==> src/rtl/hb2_pkg.sv <==
// hb2_pkg: constants shared by the WD16 engine and its mixing stage.
//   WORD_W / KEY_W : datapath word width and round-key bundle width.
//   IDLE/RUN/CAPT/OUT : engine FSM state encoding.
//   KEY_*_LSB      : bit position of each 16-bit round key inside key_in.
//   key_word()     : selects round key a, b, c or d for round 0..3.
package hb2_pkg;

  localparam int WORD_W = 16;
  localparam int KEY_W  = 64;

  localparam logic [1:0] IDLE = 2'd0;
  localparam logic [1:0] RUN  = 2'd1;
  localparam logic [1:0] CAPT = 2'd2;
  localparam logic [1:0] OUT  = 2'd3;

  localparam int KEY_A_LSB = 48;
  localparam int KEY_B_LSB = 32;
  localparam int KEY_C_LSB = 16;
  localparam int KEY_D_LSB = 0;

  function automatic logic [WORD_W-1:0] key_word(input logic [KEY_W-1:0] key,
                                                 input logic [1:0]       r);
    logic [WORD_W-1:0] k;
    k = key[KEY_D_LSB +: WORD_W];
    case (r)
      2'd0:    k = key[KEY_A_LSB +: WORD_W];
      2'd1:    k = key[KEY_B_LSB +: WORD_W];
      2'd2:    k = key[KEY_C_LSB +: WORD_W];
      default: k = key[KEY_D_LSB +: WORD_W];
    endcase
    return k;
  endfunction

endpackage

==> src/rtl/mix_func.sv <==
// mix_func: Hummingbird-2 mixing function f(x) = L(S(x)).
//   S applies four 4-bit S-boxes (S1 on the top nibble down to S4 on the
//   bottom nibble) and is registered; L(y) = y ^ rotl6(y) ^ rotl10(y) is
//   combinational on the registered S-box word.
// Ports:
//   clk, rst  : clock and synchronous active-high reset
//   in_word   : word to mix, sampled on the rising edge
//   out_word  : f(in_word) one cycle after in_word was presented
module mix_func
  import hb2_pkg::*;
(
  input  logic              clk,
  input  logic              rst,
  input  logic [WORD_W-1:0] in_word,
  output logic [WORD_W-1:0] out_word
);

  // Each table packs entry n at bits [4n+3:4n].
  localparam logic [63:0] S1_TAB = 64'h3A840D6BF5129EC7;
  localparam logic [63:0] S2_TAB = 64'h2B95DE03C7F861A4;
  localparam logic [63:0] S3_TAB = 64'h79B0438EDA651CF2;
  localparam logic [63:0] S4_TAB = 64'hBDC6E03A1279854F;

  function automatic logic [3:0] sbox(input logic [63:0] tab, input logic [3:0] nib);
    return tab[{nib, 2'b00} +: 4];
  endfunction

  logic [WORD_W-1:0] sbox_d;
  logic [WORD_W-1:0] sbox_q;

  always_comb begin
    sbox_d = {sbox(S1_TAB, in_word[15:12]),
              sbox(S2_TAB, in_word[11:8]),
              sbox(S3_TAB, in_word[7:4]),
              sbox(S4_TAB, in_word[3:0])};
  end

  always_ff @(posedge clk) begin
    if (rst) begin
      sbox_q <= '0;
    end else begin
      sbox_q <= sbox_d;
    end
  end

  // Linear layer on the registered S-box output.
  always_comb begin
    out_word = sbox_q
             ^ {sbox_q[9:0], sbox_q[15:10]}
             ^ {sbox_q[5:0], sbox_q[15:6]};
  end

endmodule

==> src/rtl/wd16_engine.sv <==
// wd16_engine: computes WD16(x,a,b,c,d) = f(f(f(f(x^a)^b)^c)^d) with a single
// shared mix_func, one round per cycle, behind valid/ready handshakes.
// Ports:
//   clk, rst            : clock and synchronous active-high reset
//   in_valid / in_ready : request handshake; x_in and key_in captured on accept
//   x_in                : 16-bit word to process
//   key_in              : round keys {a,b,c,d}, a in the top 16 bits
//   out_valid/out_ready : result handshake; word_out held until accepted
//   word_out            : WD16 result (keeps last value after handshake)
module wd16_engine
  import hb2_pkg::*;
(
  input  logic              clk,
  input  logic              rst,
  input  logic              in_valid,
  output logic              in_ready,
  input  logic [WORD_W-1:0] x_in,
  input  logic [KEY_W-1:0]  key_in,
  output logic              out_valid,
  input  logic              out_ready,
  output logic [WORD_W-1:0] word_out
);

  logic [1:0]        state_d, state_q;
  logic [1:0]        r_d, r_q;
  logic [WORD_W-1:0] x_d, x_q;
  logic [KEY_W-1:0]  key_d, key_q;
  logic [WORD_W-1:0] word_d, word_q;
  logic              out_valid_d, out_valid_q;
  logic              accept;
  logic [WORD_W-1:0] mix_in;
  logic [WORD_W-1:0] mixed_word;

  mix_func u_mix (
    .clk      (clk),
    .rst      (rst),
    .in_word  (mix_in),
    .out_word (mixed_word)
  );

  always_comb begin
    state_d     = state_q;
    r_d         = r_q;
    x_d         = x_q;
    key_d       = key_q;
    word_d      = word_q;
    out_valid_d = out_valid_q;

    in_ready = (state_q == IDLE) || ((state_q == OUT) && out_ready);
    accept   = in_valid && in_ready;

    // Round 0 starts from the captured word; later rounds chain the previous
    // f() output, which is valid exactly one cycle after its input.
    mix_in = ((r_q == 2'd0) ? x_q : mixed_word) ^ key_word(key_q, r_q);

    case (state_q)
      RUN: begin
        if (r_q == 2'd3) begin
          state_d = CAPT;
          r_d     = 2'd0;
        end else begin
          r_d = r_q + 2'd1;
        end
      end
      CAPT: begin
        word_d      = mixed_word;
        out_valid_d = 1'b1;
        state_d     = OUT;
      end
      OUT: begin
        if (out_ready) begin
          out_valid_d = 1'b0;
          state_d     = IDLE;
        end
      end
      default: state_d = state_q;
    endcase

    // Acceptance from IDLE or straight out of OUT (back-to-back) both start
    // a new operation at round 0.
    if (accept) begin
      x_d     = x_in;
      key_d   = key_in;
      r_d     = 2'd0;
      state_d = RUN;
    end
  end

  always_ff @(posedge clk) begin
    if (rst) begin
      state_q     <= IDLE;
      r_q         <= 2'd0;
      x_q         <= '0;
      key_q       <= '0;
      word_q      <= '0;
      out_valid_q <= 1'b0;
    end else begin
      state_q     <= state_d;
      r_q         <= r_d;
      x_q         <= x_d;
      key_q       <= key_d;
      word_q      <= word_d;
      out_valid_q <= out_valid_d;
    end
  end

  assign word_out  = word_q;
  assign out_valid = out_valid_q;

endmodule

==> config.mk <==
export PLATFORM = sky130hd
export DESIGN_NAME = wd16_engine
export DESIGN_NICKNAME = d
export VERILOG_FILES = /design/src/rtl/hb2_pkg.sv /design/src/rtl/mix_func.sv /design/src/rtl/wd16_engine.sv
export SDC_FILE = /design/constraint.sdc
export NUM_CORES = 1
export LEC_CHECK = 0
export ABC_AREA = 1
export ABC_CLOCK_PERIOD_IN_PS = 2000
export BUFFER_PORTS_ARGS = -buffer_cell sky130_fd_sc_hd__buf_2
export CAP_MARGIN = 10
export CORE_MARGIN = 2
export CORE_UTILIZATION = 52
export CTS_CLUSTER_SIZE = 30
export DETAILED_ROUTE_END_ITERATION = 8
export HOLD_SLACK_MARGIN = 0.12
export PLACE_DENSITY = 0.83
export SLEW_MARGIN = 20
export SYNTH_ARGS = -nofsm -noshare
export SYNTH_HDL_FRONTEND = slang
export SYNTH_SLANG_ARGS = --single-unit
export TNS_END_PERCENT = 30
==> constraint.sdc <==
create_clock -name clk -period 2 [get_ports clk]
set_clock_uncertainty 0.05 [all_clocks]
set_input_delay 0.2 -clock clk [delete_from_list [all_inputs] [get_ports clk]]
set_output_delay 0.2 -clock clk [all_outputs]
set_load 0.005 [all_outputs]
; ---- Word-level counts from Yosys, hierarchy flattened
; Index checks and enable logic that the tools add are counted.
[op_classes]
bitwise_logic = 3
eq_ne = 10
n_reduce_logical = 12
shift = 4
n_addsub = 1
n_mux = 9
[op_table]
columns = cell, count
row1 = variable part select 64 x 7 -> 4 bit (first input constant), 4
row2 = one-hot mux 16 bit (3 select lines), 1
row3 = XOR 16 bit, 3
row4 = 2-to-1 mux 16 bit, 1
row5 = equality test 2 bit (second input constant), 4
row6 = 2-to-1 mux 2 bit, 3
row7 = != test 3 bit (second input constant), 2
row8 = one-hot mux 2 bit (3 select lines), 1
row9 = AND reduction 3 bit, 2
row10 = equality test 2 x 1 -> 1 bit (second input constant), 2
row11 = zero test 2 bit, 2
row12 = != test 2 bit (second input constant), 2
row13 = nonzero test 4 bit, 1
row14 = nonzero test 3 bit, 1
row15 = adder 2 x 1 -> 2 bit (second input constant), 1
row16 = logical AND 1 bit, 2
row17 = 2-to-1 mux 1 bit, 2
row18 = one-hot mux 1 bit (2 select lines), 1
row19 = AND reduction 2 bit, 1
row20 = nonzero test 2 bit, 1
row21 = OR reduction 2 bit, 1
row22 = logical OR 1 bit, 1
[totals]
word_cells = 47
ff_bits = 117
inputBits = 84

; ---- Logic depth before layout (Yosys ltp)
[logic_depth]
ltp_word = 6
mapped_depth = 18
ltp_nobuf = 17

; ---- Modules after synthesis
; From an unflattened synthesis, not the netlist that was laid out.
[hier_totals]
cells_unflattened = 873
hier_area_um2 = 6037.0
[by_module_without_submodules]
columns = mod, cells_each, n_inst, area_each_um2, seq_area_each_um2
row1 = wd16_engine, 656, 1, 4580.6, 2021.9
row2 = mix_func, 217, 1, 1456.4, 320.3

; ---- Least setup slack after synthesis
; OpenSTA, ideal clock, no wires.
[synth_path]
path_type = register to register
startpoint = reg r_q[0]
endpoint = reg u_mix.sbox_q[1]
slack_ns = -0.069
setup_ns = 0.117
t_arrival_ns = 1.902
path_stages_with_launch = 14
t_required_ns = 1.833
path_buffers = 1
cell_sequence = dfxtp_1 inv_1 ha_1 buf_4 nand2_1 nand2_1 o22ai_1 inv_1 nand3_1 nand2_1 ha_1 a21oi_1 nor3_1 nor2_1
[synth_via]
elab_chain_cells = 4
[synth_lines]
columns = item, line
row1 = from (decl), wd16_engine.sv:25  ; logic [1:0] r_d, r_q;
row2 = from (signal assigned), wd16_engine.sv:99  ; r_q <= r_d;
row3 = "equality test 2 bit, or another cell as far along", hb2_pkg.sv:25  ; case (r)
row4 = one-hot mux 16 bit (3 select lines) or 2-to-1 mux 16 bit (tied branches), "hb2_pkg.sv:25, wd16_engine.sv:54"
row5 = XOR 16 bit *, wd16_engine.sv:54  ; mix_in = ((r_q == 2'd0) ? x_q : mixed_word) ^ key_word(key_q, r_q);
row6 = variable part select 64 x 7 -> 4 bit *, mix_func.sv:25  ; return tab[{nib, 2'b00} +: 4];
row7 = to (signal assigned), mix_func.sv:42  ; sbox_q <= sbox_d;
row8 = to (decl), mix_func.sv:29  ; logic [WORD_W-1:0] sbox_q;
; Every way passes the cells marked *; elsewhere a longest branch is shown, timed or not.
; A chain may end at the register's enable or synchronous reset.

; ---- Worst setup path after layout
[layout_path]
startpoint = reg r_q[0]
endpoint = reg u_mix.sbox_q[15]
; The elaborated chain is that of the path after synthesis.

==> impl_metrics.tcl <==
set metrics [dict create \
    async_reset_ff_frac 0 \
    fin_nets 1346 \
    synth_seq_cells 117 \
    cts_buffer_depth 2 \
    fp.dieH_um 117 \
    syn-num-nets 1124 \
    rsz0062_at_grt "true" \
    clock_sinks 117 \
    yosys.area_share.xor_xnor 0.00133 \
    syn_to_final_growth_pct 50.8 \
    drc 0 \
    dieArea_mm2 0.0136 \
    yosys_warnings 0 \
    firstDrtPassIters 9 \
    clock_tree.root_cell "clkbuf_16" \
    synth_simple_gate_area_frac 0.396 \
    grt_max_degree 82 \
    yosys.area.top_type_share 0.356 \
    grt_usage 0.357 \
    worst_pin_slew_ps 663 \
    vias 8702 \
    h-tree-depth 4 \
    cts_tree "built" \
    place.gp.congestion 0.947 \
    synth_area_leaders "dfxtp_1 36%, nand2_1 15%, nor2_1 12%, o21ai_0 7.5%, nand3_1 7.1%" \
    grt-ovfl-total 0 \
    crit_arrival_ps 2650 \
    violations "negative setup slack" \
    synth_commonest_cells "259 x nand2_1, 205 x nor2_1, 117 x dfxtp_1, 98 x o21ai_0, 93 x nand3_1" \
    synth-adder-area-share 0.0361 \
    synth-seq-area-share 0.356 \
    worst_ep_required_time_ps 2320 \
    synth_most_common_cell "nand2_1" \
    cap_violations 0 \
    yosys_most_used_dff "dfxtp_1" \
    core_area_mm2 0.0125 \
    final_util 0.796 \
    synth_edf_count 0 \
    slew_headroom 0.553 \
    stdcell_area_mm2 0.00992 \
    synth_top_cell_by_area "dfxtp_1" \
    num_io_pins 102 \
    cp_common_cell "inv_1" \
    synth_top_family_by_area "simple AND/OR/NAND/NOR gates" \
    synth_compound_area_frac 0.126 \
    timing.final.crit_share 1.17 \
    vias_per_cell 6.09 \
    drv_slew 0 \
    finalHoldViolations 0 \
    finalSetupViolCount 17 \
    drive_above_1_share 0.306 \
    grt_antenna_before_repair 1 \
    p_leak_nw 4.75 \
    critPathMaxFanout 8 \
    fmax_mhz 429 \
    slowest_stage "dfxtp_4" \
    max-vdd-ir-drop_uv 716 \
    worstPathCellList "inv_4 > ha_4 > inv_1 > buf_4 > o21ai_2 > o22ai_2 > inv_1 > nand2_1 > nand2_2 > inv_1 > nand2_1 > inv_1 > a21oi_2" \
    die_w_um 117 \
    power_frac_comb 0.475 \
    drt-initial-drc-count 1294 \
    p_total_w 0.0125 \
    yosys-mux-area-fraction 0 \
    intPower_w 0.00707 \
    p_sw_frac 0.434 \
    initial_core_util 0.528 \
    crit_type "reg2reg" \
    hold_ws_ps 239 \
    wl_per_cell_um 20.9 \
    clock_latency_ps 450 \
    grt_pass1_wl_um 36900 \
    powerDensity_mw_per_mm2 1260 \
    clkPwrFrac 0.261 \
    min_period_ps 2330 \
    cp-start-kind "flip-flop" \
    postPlaceCellArea_mm2 0.00752 \
    portBuffers 101 \
    first_global_vias 7664 \
    syn-cell-area_mm2 0.00658 \
    p_seq_frac 0.265 \
    ant_nets 0 \
    clk_pin_slew_ps 60 \
    setup_slack_ps -332 \
    outcome "complete, but fails checks" \
    synth_area_per_cell_um2 6.45 \
    fp-row-count 41 \
    cpPeakStageDelay_ps 370 \
    dp_hpwl_um 13300 \
    worstSetupEndpointType "flip-flop" \
    hold_class "in2reg" \
    synth_cells 1021 \
    cts_made_buffers 17 \
    p_switching_w 0.00542 \
    tns_ps -3430 \
    synth_cell_type_count 35 \
    drt-total-wl_um 29900 \
]
## worst paths after layout
path | startpoint | cells after the start | slack (ps) | end
max | r_q[0]$_SDFFE_PP0N_ | 13 | -330 | u_mix.sbox_q[15]$_SDFF_PP0_
min | in_valid | 4 | 240 | x_q[7]$_SDFFE_PP0P_
max reg2reg | r_q[0]$_SDFFE_PP0N_ | 13 | -330 | u_mix.sbox_q[15]$_SDFF_PP0_
min reg2reg | word_out[7]$_SDFFE_PP0P_ | 2 | 420 | word_out[7]$_SDFFE_PP0P_
## kinds of logic after synthesis
logic type               after synthesis
adder cells (fa/ha/maj)               19
AND/OR/NAND/NOR                      610
AO/OA/AOI/OAI                        151
flip-flops                           117
buffers and inverters                123
XOR/XNOR                               1
## through the flow
step | setup WS (ps) | cells
2_1_floorplan | -5.52 | 1021
3_3_place_gp | -255 | 1296
3_5_place_dp | -283 | 1296
4_1_cts | -48.7 | 1419
5_1_grt | -344 | 1428
6_report | -332 | 1429
## state kept, by name (all words and copies together), names as in the netlist
| signal | count |
|---|---|
| key_q | 64 |
| u_mix.sbox_q | 16 |
| word_out | 16 |
| x_q | 16 |
| r_q | 2 |
| state_q | 2 |
| out_valid | 1 |
## area by class of cell
cell class                      instances  area, um^2
Antenna cell                            1        2.50
Clock buffer                           20         457
Clock inverter                         12         166
Fill cell                             694        2540
Inverter                               78         308
Multi-Input combinational cell        781        4430
Sequential cell                       117        2350
Tap cell                              172         215
Timing Repair Buffer                  247        1980
Timing Repair inverter                  1        7.51
## per-layer routing
layer / vias to the layer above / GRT usage / routed length [um]
met5: - / 0 / 0
met4: 0 / 0.256 / 3190
met3: 331 / 0.0846 / 3560
met2: 794 / 0.610 / 13500
met1: 3870 / 0.389 / 9590
li1: 3707 / - / -
## critical path: cells and delay by family, from the launching register on
family                   cells  cell delay (ps)
AO/OA/AOI/OAI                3              650
AND/OR/NAND/NOR              3              310
buffers and inverters        6              650
adder cells (fa/ha/maj)      1              210
flip-flops                   1              370
## cells in the final DEF (no fill, tap or decap), types with 24 or more instances in the layout
cell           synthesis  final
nand2_2               15     42
nand2_1              259    212
buf_2                  6    101
o21ai_0               98     90
inv_1                 75     60
nand2_4                4     24
nand3_2                4     31
dfxtp_1              117    115
dlygate4sd3_1          0     82
nor2_1               205    194
buf_4                  4     40
nand3_1               93     65
## what timing repair did
action	in CTS	in global routing
gates cloned	1	1
endpoints found under the hold margin	86	0
resized for setup	74	133
pin swaps	23	79
setup endpoints to repair	16	18
hold buffers	82	0
buffers inserted	9	11
## power by group through the flow
stage	logic, W	registers (W)	clock network, W
finish	0.00593	0.00331	0.00326
global route	0.00634	0.00332	0.00336
CTS	0.00462	0.00322	0.00321
detailed placement	0.00417	0.00326	0
global placement	0.00408	0.00324	0
floorplan	0.00304	0.00312	0
Power figures use the tool's default switching activity.
